--- src/rtl/stopwatch_counter.sv ---
// Stopwatch time base: divides clk into 10 ms ticks and accumulates mm:ss.cc,
// gated by the run/clear levels from the mode FSM.
module stopwatch_counter #(
    parameter int TICK_DIV = 1_000_000
) (
    input  logic       clk,
    input  logic       reset,
    input  logic       run_on,
    input  logic       clr_on,
    output logic [6:0] cs,
    output logic [5:0] sec,
    output logic [5:0] min,
    output logic       tick_10ms,
    output logic       wrap,
    output logic [1:0] status
);

    localparam int PW = $clog2(TICK_DIV);
    localparam logic [PW-1:0] PRE_LAST = PW'(TICK_DIV - 1);

    typedef enum logic [1:0] {
        ST_ZERO = 2'b00,
        ST_RUN  = 2'b01,
        ST_HOLD = 2'b10
    } state_t;

    state_t        state;
    state_t        state_next;
    logic [PW-1:0] prescaler;
    logic          advance;
    logic          tick_edge;
    logic          at_last_time;

    // NOTE: next state defaults to the current state before the case, so
    // every path assigns it and no latch is inferred.
    always_comb begin
        state_next = state;
        case (state)
            ST_ZERO: if (!clr_on && run_on) state_next = ST_RUN;
            ST_RUN: begin
                if (clr_on)       state_next = ST_ZERO;
                else if (!run_on) state_next = ST_HOLD;
            end
            ST_HOLD: begin
                if (clr_on)      state_next = ST_ZERO;
                else if (run_on) state_next = ST_RUN;
            end
            default: state_next = ST_ZERO;
        endcase
    end

    // NOTE: registers update with non-blocking assignments so every flop
    // samples pre-edge values regardless of block ordering.
    always_ff @(posedge clk) begin
        if (reset) state <= ST_ZERO;
        else       state <= state_next;
    end

    assign status       = state;
    assign advance      = (state == ST_RUN) && !clr_on;
    assign tick_edge    = advance && (prescaler >= PRE_LAST);
    assign at_last_time = (cs >= 7'd99) && (sec >= 6'd59) && (min >= 6'd59);

    // Comparisons use >= so a corrupted counter falls back into range at the next carry.
    always_ff @(posedge clk) begin
        if (reset || clr_on) begin
            prescaler <= '0;
            cs        <= '0;
            sec       <= '0;
            min       <= '0;
            tick_10ms <= 1'b0;
            wrap      <= 1'b0;
        end else begin
            tick_10ms <= tick_edge;
            wrap      <= tick_edge && at_last_time;
            if (advance) begin
                if (prescaler >= PRE_LAST) prescaler <= '0;
                else                       prescaler <= prescaler + 1'b1;
            end
            if (tick_edge) begin
                if (cs >= 7'd99) begin
                    cs <= '0;
                    if (sec >= 6'd59) begin
                        sec <= '0;
                        if (min >= 6'd59) min <= '0;
                        else              min <= min + 6'd1;
                    end else begin
                        sec <= sec + 6'd1;
                    end
                end else begin
                    cs <= cs + 7'd1;
                end
            end
        end
    end

endmodule
--- config.mk ---
export PLATFORM = sky130hd
export DESIGN_NAME = stopwatch_counter
export DESIGN_NICKNAME = d
export VERILOG_FILES = /design/src/rtl/stopwatch_counter.sv
export SDC_FILE = /design/constraint.sdc
export NUM_CORES = 1
export LEC_CHECK = 0
export CELL_PAD_IN_SITES_DETAIL_PLACEMENT = 1
export CELL_PAD_IN_SITES_GLOBAL_PLACEMENT = 1
export CORE_MARGIN = 5
export CORE_UTILIZATION = 40
export CTS_BUF_LIST = sky130_fd_sc_hd__clkbuf_8
export DETAILED_ROUTE_END_ITERATION = 16
export DONT_BUFFER_PORTS = 1
export GPL_TIMING_DRIVEN = 0
export PLACE_DENSITY_LB_ADDON = 0.15
export SLEW_MARGIN = 20
export SYNTH_ARGS = -nofsm -noshare
export SYNTH_HDL_FRONTEND = slang
export SYNTH_SLANG_ARGS = --single-unit
--- constraint.sdc ---
create_clock -name clk -period 3 [get_ports clk]
set_input_delay 0.9 -clock clk [delete_from_list [all_inputs] [get_ports clk]]
set_output_delay 0.9 -clock clk [all_outputs]
set_load 0.02 [all_outputs]
After elaboration in Yosys (flattened, before gate mapping)
Cells that the tools add are included.
{ "totals": {"regBits": 43, "latch_bits": 0, "ram_bits": 0, "rom_bits": 0, "out_inout_bits": 23, "wordCells": 42, "mem_count": 0} }
{ "classes": {"add_sub_neg": 4, "multipliers": 0, "div_mod_pow": 0, "magnitude_cmp": 4, "eq_ne": 5, "shifts": 0, "n_mux": 10, "bitwise": 0, "reduce_logical": 12} }
{ "op_table": {"columns": ["cell", "count"], "rows": [
  ["20-bit by 1-bit adder with 20-bit output, second input constant", 1],
  ["20-bit greater-or-equal comparator, second input constant", 1],
  ["20-bit 2-to-1 mux", 1],
  ["6-bit by 1-bit adder with 6-bit output, second input constant", 2],
  ["6-bit greater-or-equal comparator, second input constant", 2],
  ["6-bit 2-to-1 mux", 2],
  ["2-bit 2-to-1 mux", 5],
  ["7-bit by 1-bit adder with 7-bit output, second input constant", 1],
  ["7-bit greater-or-equal comparator, second input constant", 1],
  ["7-bit 2-to-1 mux", 1],
  ["1-bit logical AND", 6],
  ["3-bit inequality test, second input constant", 2],
  ["2-bit case mux with 3 select lines", 1],
  ["3-bit AND reduction", 2],
  ["2-bit by 1-bit equality test with 1-bit output, second input constant", 1],
  ["2-bit equality test, second input constant", 1],
  ["2-bit logical NOT", 1],
  ["2-bit inequality test, second input constant", 1],
  ["2-bit AND reduction", 1],
  ["1-bit logical NOT", 1],
  ["1-bit logical OR", 1]
]} }

Longest topological paths before layout
{ "logic_depth": {"ltp_word": 4, "depth_mapped": 8, "mapped_depth_nobuf": 6} }

Worst setup path after synthesis
No wires, ideal clock.
{ "synth_timing": {"path_kind": "input -> register", "from": "input clr_on", "to": "register sec[4]", "arrival_time_ps": 2531, "required_time_ps": 2930, "slack_ps": 399, "stages": 7, "cell_sequence": "or3b_1 -> buf_6 -> nor3_4 -> o21ai_1 -> buf_2 -> or4_1 -> a21oi_1"} }
{ "synth_between": {"elab_chain_cells": 4} }
{ "synth_rtl": {"columns": ["element", "line", "source"], "rows": [
  ["start: declaration", "9", "input logic clr_on,"],
  ["1-bit logical NOT", "60", "assign advance = (state == ST_RUN) && !clr_on;"],
  ["1-bit logical AND", "60", null],
  ["1-bit logical AND", "61", "assign tick_edge = advance && (prescaler >= PRE_LAST);"],
  ["2-bit AND reduction (no line)", null, null],
  ["end signal: assignment", "88", "sec <= sec + 6'd1;"],
  ["end: declaration", "11", "output logic [5:0] sec,"]
]} }
Several ways; a longest one is shown, not always the timed one.
A chain may end at the register's enable or synchronous reset.

Worst setup path in the final report
{ "layout_timing": {"from": "input clr_on", "to": "register prescaler[11]"} }
{ "layout_between": {"elab_chain_cells": 2} }
{ "layout_rtl": {"columns": ["element", "line", "source"], "rows": [
  ["1-bit logical NOT", "60", null],
  ["1-bit logical AND", "60", null],
  ["end signal: assignment", "78", "else prescaler <= prescaler + 1'b1;"],
  ["end: declaration", "29", "logic [PW-1:0] prescaler;"]
]} }
Several ways; a longest one is shown, not always the timed one.

==> results.py <==
metrics = {
    "detailed_routing": {
        "routed_wl_um": 4779,
        "firstDrtPassIters": 4,
        "vias": 1729,
        "vias_per_cell": 5.420,
        "route.detailed.drc": 0,
        "ant_nets": 0,
        "dr.first_iter.drc_count": 71,
        "routedWlPerCell_um": 14.98,
    },
    "worst_setup_path": {
        "r2r_setup_slack_ns": 0.49,
        "worstPathMaxFanout": 10,
        "crit_type": "in2reg",
        "timing.rr.end": "prescaler[11]",
        "end_kind": "register",
        "required_ns": 3.19,
        "setup.worst_path.start_class": "primary input",
        "r2r-start": "status[0]",
        "arrival_ns": 2.74,
        "rr_worst_depth": 8,
    },
    "cts": {
        "worstSkewPairLatency_ns": 0.30,
        "cts_hold_buf": 0,
        "post_cts_buffers": 0,
        "clock_sinks": 43,
        "path_clk_slew_ns": 0.08,
        "cts_max_path_buffers": 2,
        "cts_buffers": 5,
        "root_buffer": "clkbuf_8",
        "ctsResizeCount": 0,
        "htree_levels": 2,
        "cts_tree": "yes",
    },
    "synthesis": {
        "postSynthAreaPerCell_um2": 8.490,
        "syn_area_um2": 2054,
        "ys_types": 45,
        "ys_async_sr_fraction_pct": 0,
        "yosysWarnings": 0,
        "synth_nets": 250,
        "syn_inst": 242,
        "synth_edf_count": 0,
        "ys.flop_type": "dfxtp_1",
        "yosys.area.top_type": "dfxtp_1",
        "ys_ff_latch": 43,
        "yosys-top-cells-area": "dfxtp_1 (42%), nor2_1 (6.2%), xor2_1 (5.1%)",
        "synth_seq_area_share_pct": 41.90,
        "synth_top_area_share_pct": 41.90,
    },
    "floorplanning": {
        "dieHeight_um": 81.67,
        "dieArea_um2": 6669,
        "start_util_pct": 40.74,
        "core.rowCount": 26,
        "chipWidth_um": 81.67,
        "ios": 27,
        "coreArea_um2": 5042,
    },
    "pwr": {
        "leakagePower_nw": 0.6907,
        "irDropWorstVdd_mv": 0.1462,
        "powerDensity_nw_per_um2": 433.1,
    },
    "grt": {
        "met2_usage_pct": 24.02,
        "top_usage_layer": "met2",
        "overflow": 0,
        "grtUsageMet3_pct": 5.702,
        "grt_max_degree": 13,
        "grt_util_all_layers_pct": 15.86,
        "grt_antenna_before_repair": 0,
        "grtUsageMet1_pct": 20.62,
        "grt_pass1_vias": 1716,
        "grt_pass1_wl_um": 8142,
    },
    "cells_and_area": {
        "layout_commonest_cell": "dfxtp_1",
        "nNetsFinal": 257,
        "drive_gt1_share_pct": 6.827,
        "n_antenna_cell": 0,
        "n_fill_cell": 636,
        "layout_common_cells": "dfxtp_1 (43), nor2_1 (34), nand2_1 (16)",
        "synthToLayoutAreaGrowth_pct": 8.526,
    },
    "timing": {
        "grt_setup_unrepaired": "false",
        "fmax_mhz": 391.2,
        "skew_ns": 0.003985,
        "slew_violations": 0,
        "finalCritPeriodShare_pct": 85.21,
        "setup_viol": 0,
        "setup_tns_ns": 0,
        "worst_pin_slew_ns": 0.6761,
        "hold_viol": 0,
        "setup_slack_ns": 0.4438,
        "slew_headroom_pct": 54.73,
        "finalCriticalPeriod_ns": 2.556,
    },
    "run": {
        "maxCapViolCount": 0,
    },
    "placement": {
        "numPortBuffers": 0,
        "dp_hpwl_um": 3495,
        "gp_congestion": 0.7781,
        "dp_slack_ns": 0.1054,
    },
    "hold_path": {
        "hold_end": "prescaler[19]",
        "whs_path_depth": 1,
        "holdCritStartpoint": "prescaler[19]",
        "hold_class": "reg2reg",
    },
    "status": {
        "status": "finished clean",
    },
}
kinds of logic (layout without fill, tap and decap cells):
| family | Yosys count | count (layout) | synth area share (%) |
|---|---|---|---|
| DFF | 43 | 43 | 41.90 |
| buffers and inverters | 14 | 21 | 3.045 |
| adders and majority gates | 4 | 4 | 2.436 |
| AOI/OAI and AO/OA | 43 | 43 | 13.34 |
| muxes | 1 | 1 | 0.4872 |
| xor gates and xnor gates | 22 | 22 | 9.379 |
| and+or+nand+nor | 115 | 115 | 29.42 |
registers in the layout, summed over array words and instances (netlist names):
name       count
prescaler     20
cs             7
min            6
sec            6
status         2
tick_10ms      1
wrap           1
synth_stat cells (3+ instances only):
master     number
and2_1          5
xor2_1         12
a21oi_1        14
o2111ai_1       3
dfxtp_1        43
inv_1           6
ha_1            4
or4_1           3
o31ai_1         3
nand3_1        15
clkbuf_1        5
o211ai_1        5
nand2_1        16
nor3_1          7
o21ai_0         8
and3_1          7
or3_1           8
nand4_1         4
nor2_1         34
xnor2_1        10
where the power goes:
group	internal (mW)	total, mW	switching (mW)
Sequential	0.571	0.573	0.00223
Combinational	0.00502	0.0173	0.0123
Clock	0.181	0.375	0.194
Total	0.757	0.966	0.209
per-layer routing:
metal	vias to the layer above	share of wire, %
li1	873	-
met4	0	1.6
met1	826	49
met2	24	43
met5	-	0
met3	6	6.2
cell type report:
cell class | count | area [um2] | area share [%]
well taps | 70 | 87.58 | 3.928
inverters | 6 | 22.52 | 1.010
flip-flops and latches | 43 | 860.8 | 38.61
clock inverters | 1 | 5.005 | 0.2245
plain buffers | 8 | 40.04 | 1.796
multi-input cells | 185 | 1131 | 50.73
clock buffers | 6 | 82.58 | 3.704
per-stage QoR:
stage                     hold slack, ns  utilization, %  total power [mW]  cells  area, um2
after global placement            0.4605           42.48            0.6050    312       2142
final                             0.4837           44.22            0.9658    319       2230
after detailed placement          0.4720           42.48            0.6050    312       2142
after CTS                         0.4903           44.22            0.9887    319       2230
after floorplan                   0.4519               -            0.5993    242       2054
after global routing              0.5072           44.22             1.006    319       2230
critical path, stage by stage:
cell,delay [ns]
or3b_1,0.35
buf_6,0.15
nor3_4,0.31
o21ai_1,0.14
buf_2,0.20
nand2_1,0.30
buf_2,0.30
nor2_1,0.08
worst max path at each step:
stage | start | endpoint | slack (ns)
global route | clr_on | prescaler[13] | 0.29
finish | clr_on | prescaler[11] | 0.44
detailed placement | clr_on | prescaler[11] | 0.11
CTS | clr_on | prescaler[11] | 0.43
global placement | clr_on | prescaler[4] | 0.13
floorplan | clr_on | sec[4] | 0.40
Note: power is estimated with default switching activity, not from simulation.
==> RTL edit: new RTL, same flow settings <==
Change the parameter `TICK_DIV` from 1_000_000 to 2_000_000.
--- a/src/rtl/stopwatch_counter.sv
+++ b/src/rtl/stopwatch_counter.sv
@@ -3,3 +3,3 @@
 module stopwatch_counter #(
-    parameter int TICK_DIV = 1_000_000
+    parameter int TICK_DIV = 2_000_000
 ) (
Check against the original RTL: same outputs for any inputs over 10 cycles, from zero or initial values and one cycle with reset high; that may be too few to reach the edited logic, so the function may still have changed.
==> RTL edit against the original RTL <==
Worst hold slack improved by 11 ps. Power rose by 4.3%. Worst setup slack improved by 270 ps. Wire length rose by 4.2%. Critical path depth fell by 1. Clock power rose by 6.9%. Cell area rose by 3.4%. Sequential power rose by 2%. Global-route usage fell by 0.67 points. Combinational power rose by 9%. First-iteration DRC count fell by 44%. Sequential cell count rose by 1. Synthesized area rose by 3.2%. Largest cell class unchanged. Largest power group unchanged.
==> RTL edit: results (changes against the original RTL) <==
* Status: finished, final reports clean (unchanged)
* Number of DRC markers in iteration 0 at 40 (was 71)
* Psw at 0.211 mW (was 0.209 mW)
* Synth cell types at 39 (was 45)
* Final WL at 4980 um (was 4780 um)
* RR Startpoint: cs[0] (was status[0])
* IR drop worst, VDD at 0.257 mV (was 0.146 mV)
* Met2 Use GR at 0.240 (about the same)
* GR Util All Layers at 0.152 (was 0.159)
* Vias in the first global route at 1857 (was 1716)
* Placed cells at 318 (was 312)
* Setup bufs post-CTS at 0 (unchanged)
* Post-DP HPWL at 3630 um (was 3500 um)
* Syn avg cell area at 8.55 um^2 (was 8.49 um^2)
* Vias/cell at 5.54 (was 5.42)
* Biggest regs: prescaler x21, cs x7 (was prescaler x20, cs x7)
* Hold Crit Class: flip-flop to flip-flop (unchanged)
* Startpoint Class: flip-flop (was primary input)
* Final Skew at 6.73 ps (was 3.98 ps)
* Filler cell count at 652 (was 636)
* Seq/Total Area, Yosys at 0.415 (was 0.419)
* Area contributors post-synth: dfxtp_1, nor2_1, xor2_1 (unchanged)
* Final nets at 263 (was 257)
* Post-DR wirelength/cell at 15.3 um (was 15.0 um)
* First-pass GRT wire length at 8760 um (was 8140 um)
* Post-synth top cells: dfxtp_1, nor2_1, nand2_1 (unchanged)
* Worst min-delay path startpoint: prescaler[20] (was prescaler[19])
* Share of layout cells above drive strength 1 at 0.0863 (was 0.0683)
* Pleak at 0.774 nW (was 0.691 nW)
RTL edit: per-layer routing:
layer / up-vias / wire, um
li1: 905 / -
met1: 860 / 2450
met2: 28 / 2230
met3: 6 / 249
met4: 0 / 61
met5: - / 0
RTL edit: cells by family (layout without fill, tap and decap cells):
logic type	Yosys count	in the layout	synth area share
AND/OR/NAND/NOR	119	119	0.306
AO/OA/AOI/OAI	50	50	0.152
flip-flops	44	44	0.415
XOR/XNOR	20	20	0.0826
buffers and inverters	11	18	0.0212
adder cells (fa/ha/maj)	4	4	0.0236
RTL edit: final cells by class:
cell class / instances / area share
Clock buffer: 7 / 0.0418
Inverter: 2 / 0.00326
Multi-Input combinational cell: 193 / 0.518
Buffer: 9 / 0.0163
Sequential cell: 44 / 0.382
Tap cell: 70 / 0.0380
RTL edit: power groups by stage:
stage                     Combinational, mW  Sequential [mW]  Clock (mW)
final                                0.0189            0.587       0.401
after global routing                 0.0214            0.588       0.445
after CTS                            0.0196            0.587       0.420
after detailed placement             0.0195            0.601           0
after global placement               0.0193            0.601           0
after floorplan                      0.0139            0.601           0
RTL edit: final timing paths:
path | endpoint | slack (ps) | cells after the start
worst max register to register | cs[6] | 710 | 7
worst min register to register | prescaler[20] | 490 | 1
worst min-delay path | prescaler[20] | 490 | 1
worst max-delay path | cs[6] | 710 | 7
RTL edit: critical path, stage by stage (launching register included):
cell	delay, ps
dfxtp_1	540
ha_1	280
nor4_1	90
a21oi_1	320
nand2_1	100
buf_2	190
o21ai_0	420
o21ba_2	230
RTL edit: per-stage QoR:
stage	setup WS [ps]	util
finish	715	0.448
global placement	470	0.430
global route	479	0.448
CTS	690	0.448
floorplan	759	-
detailed placement	463	0.430
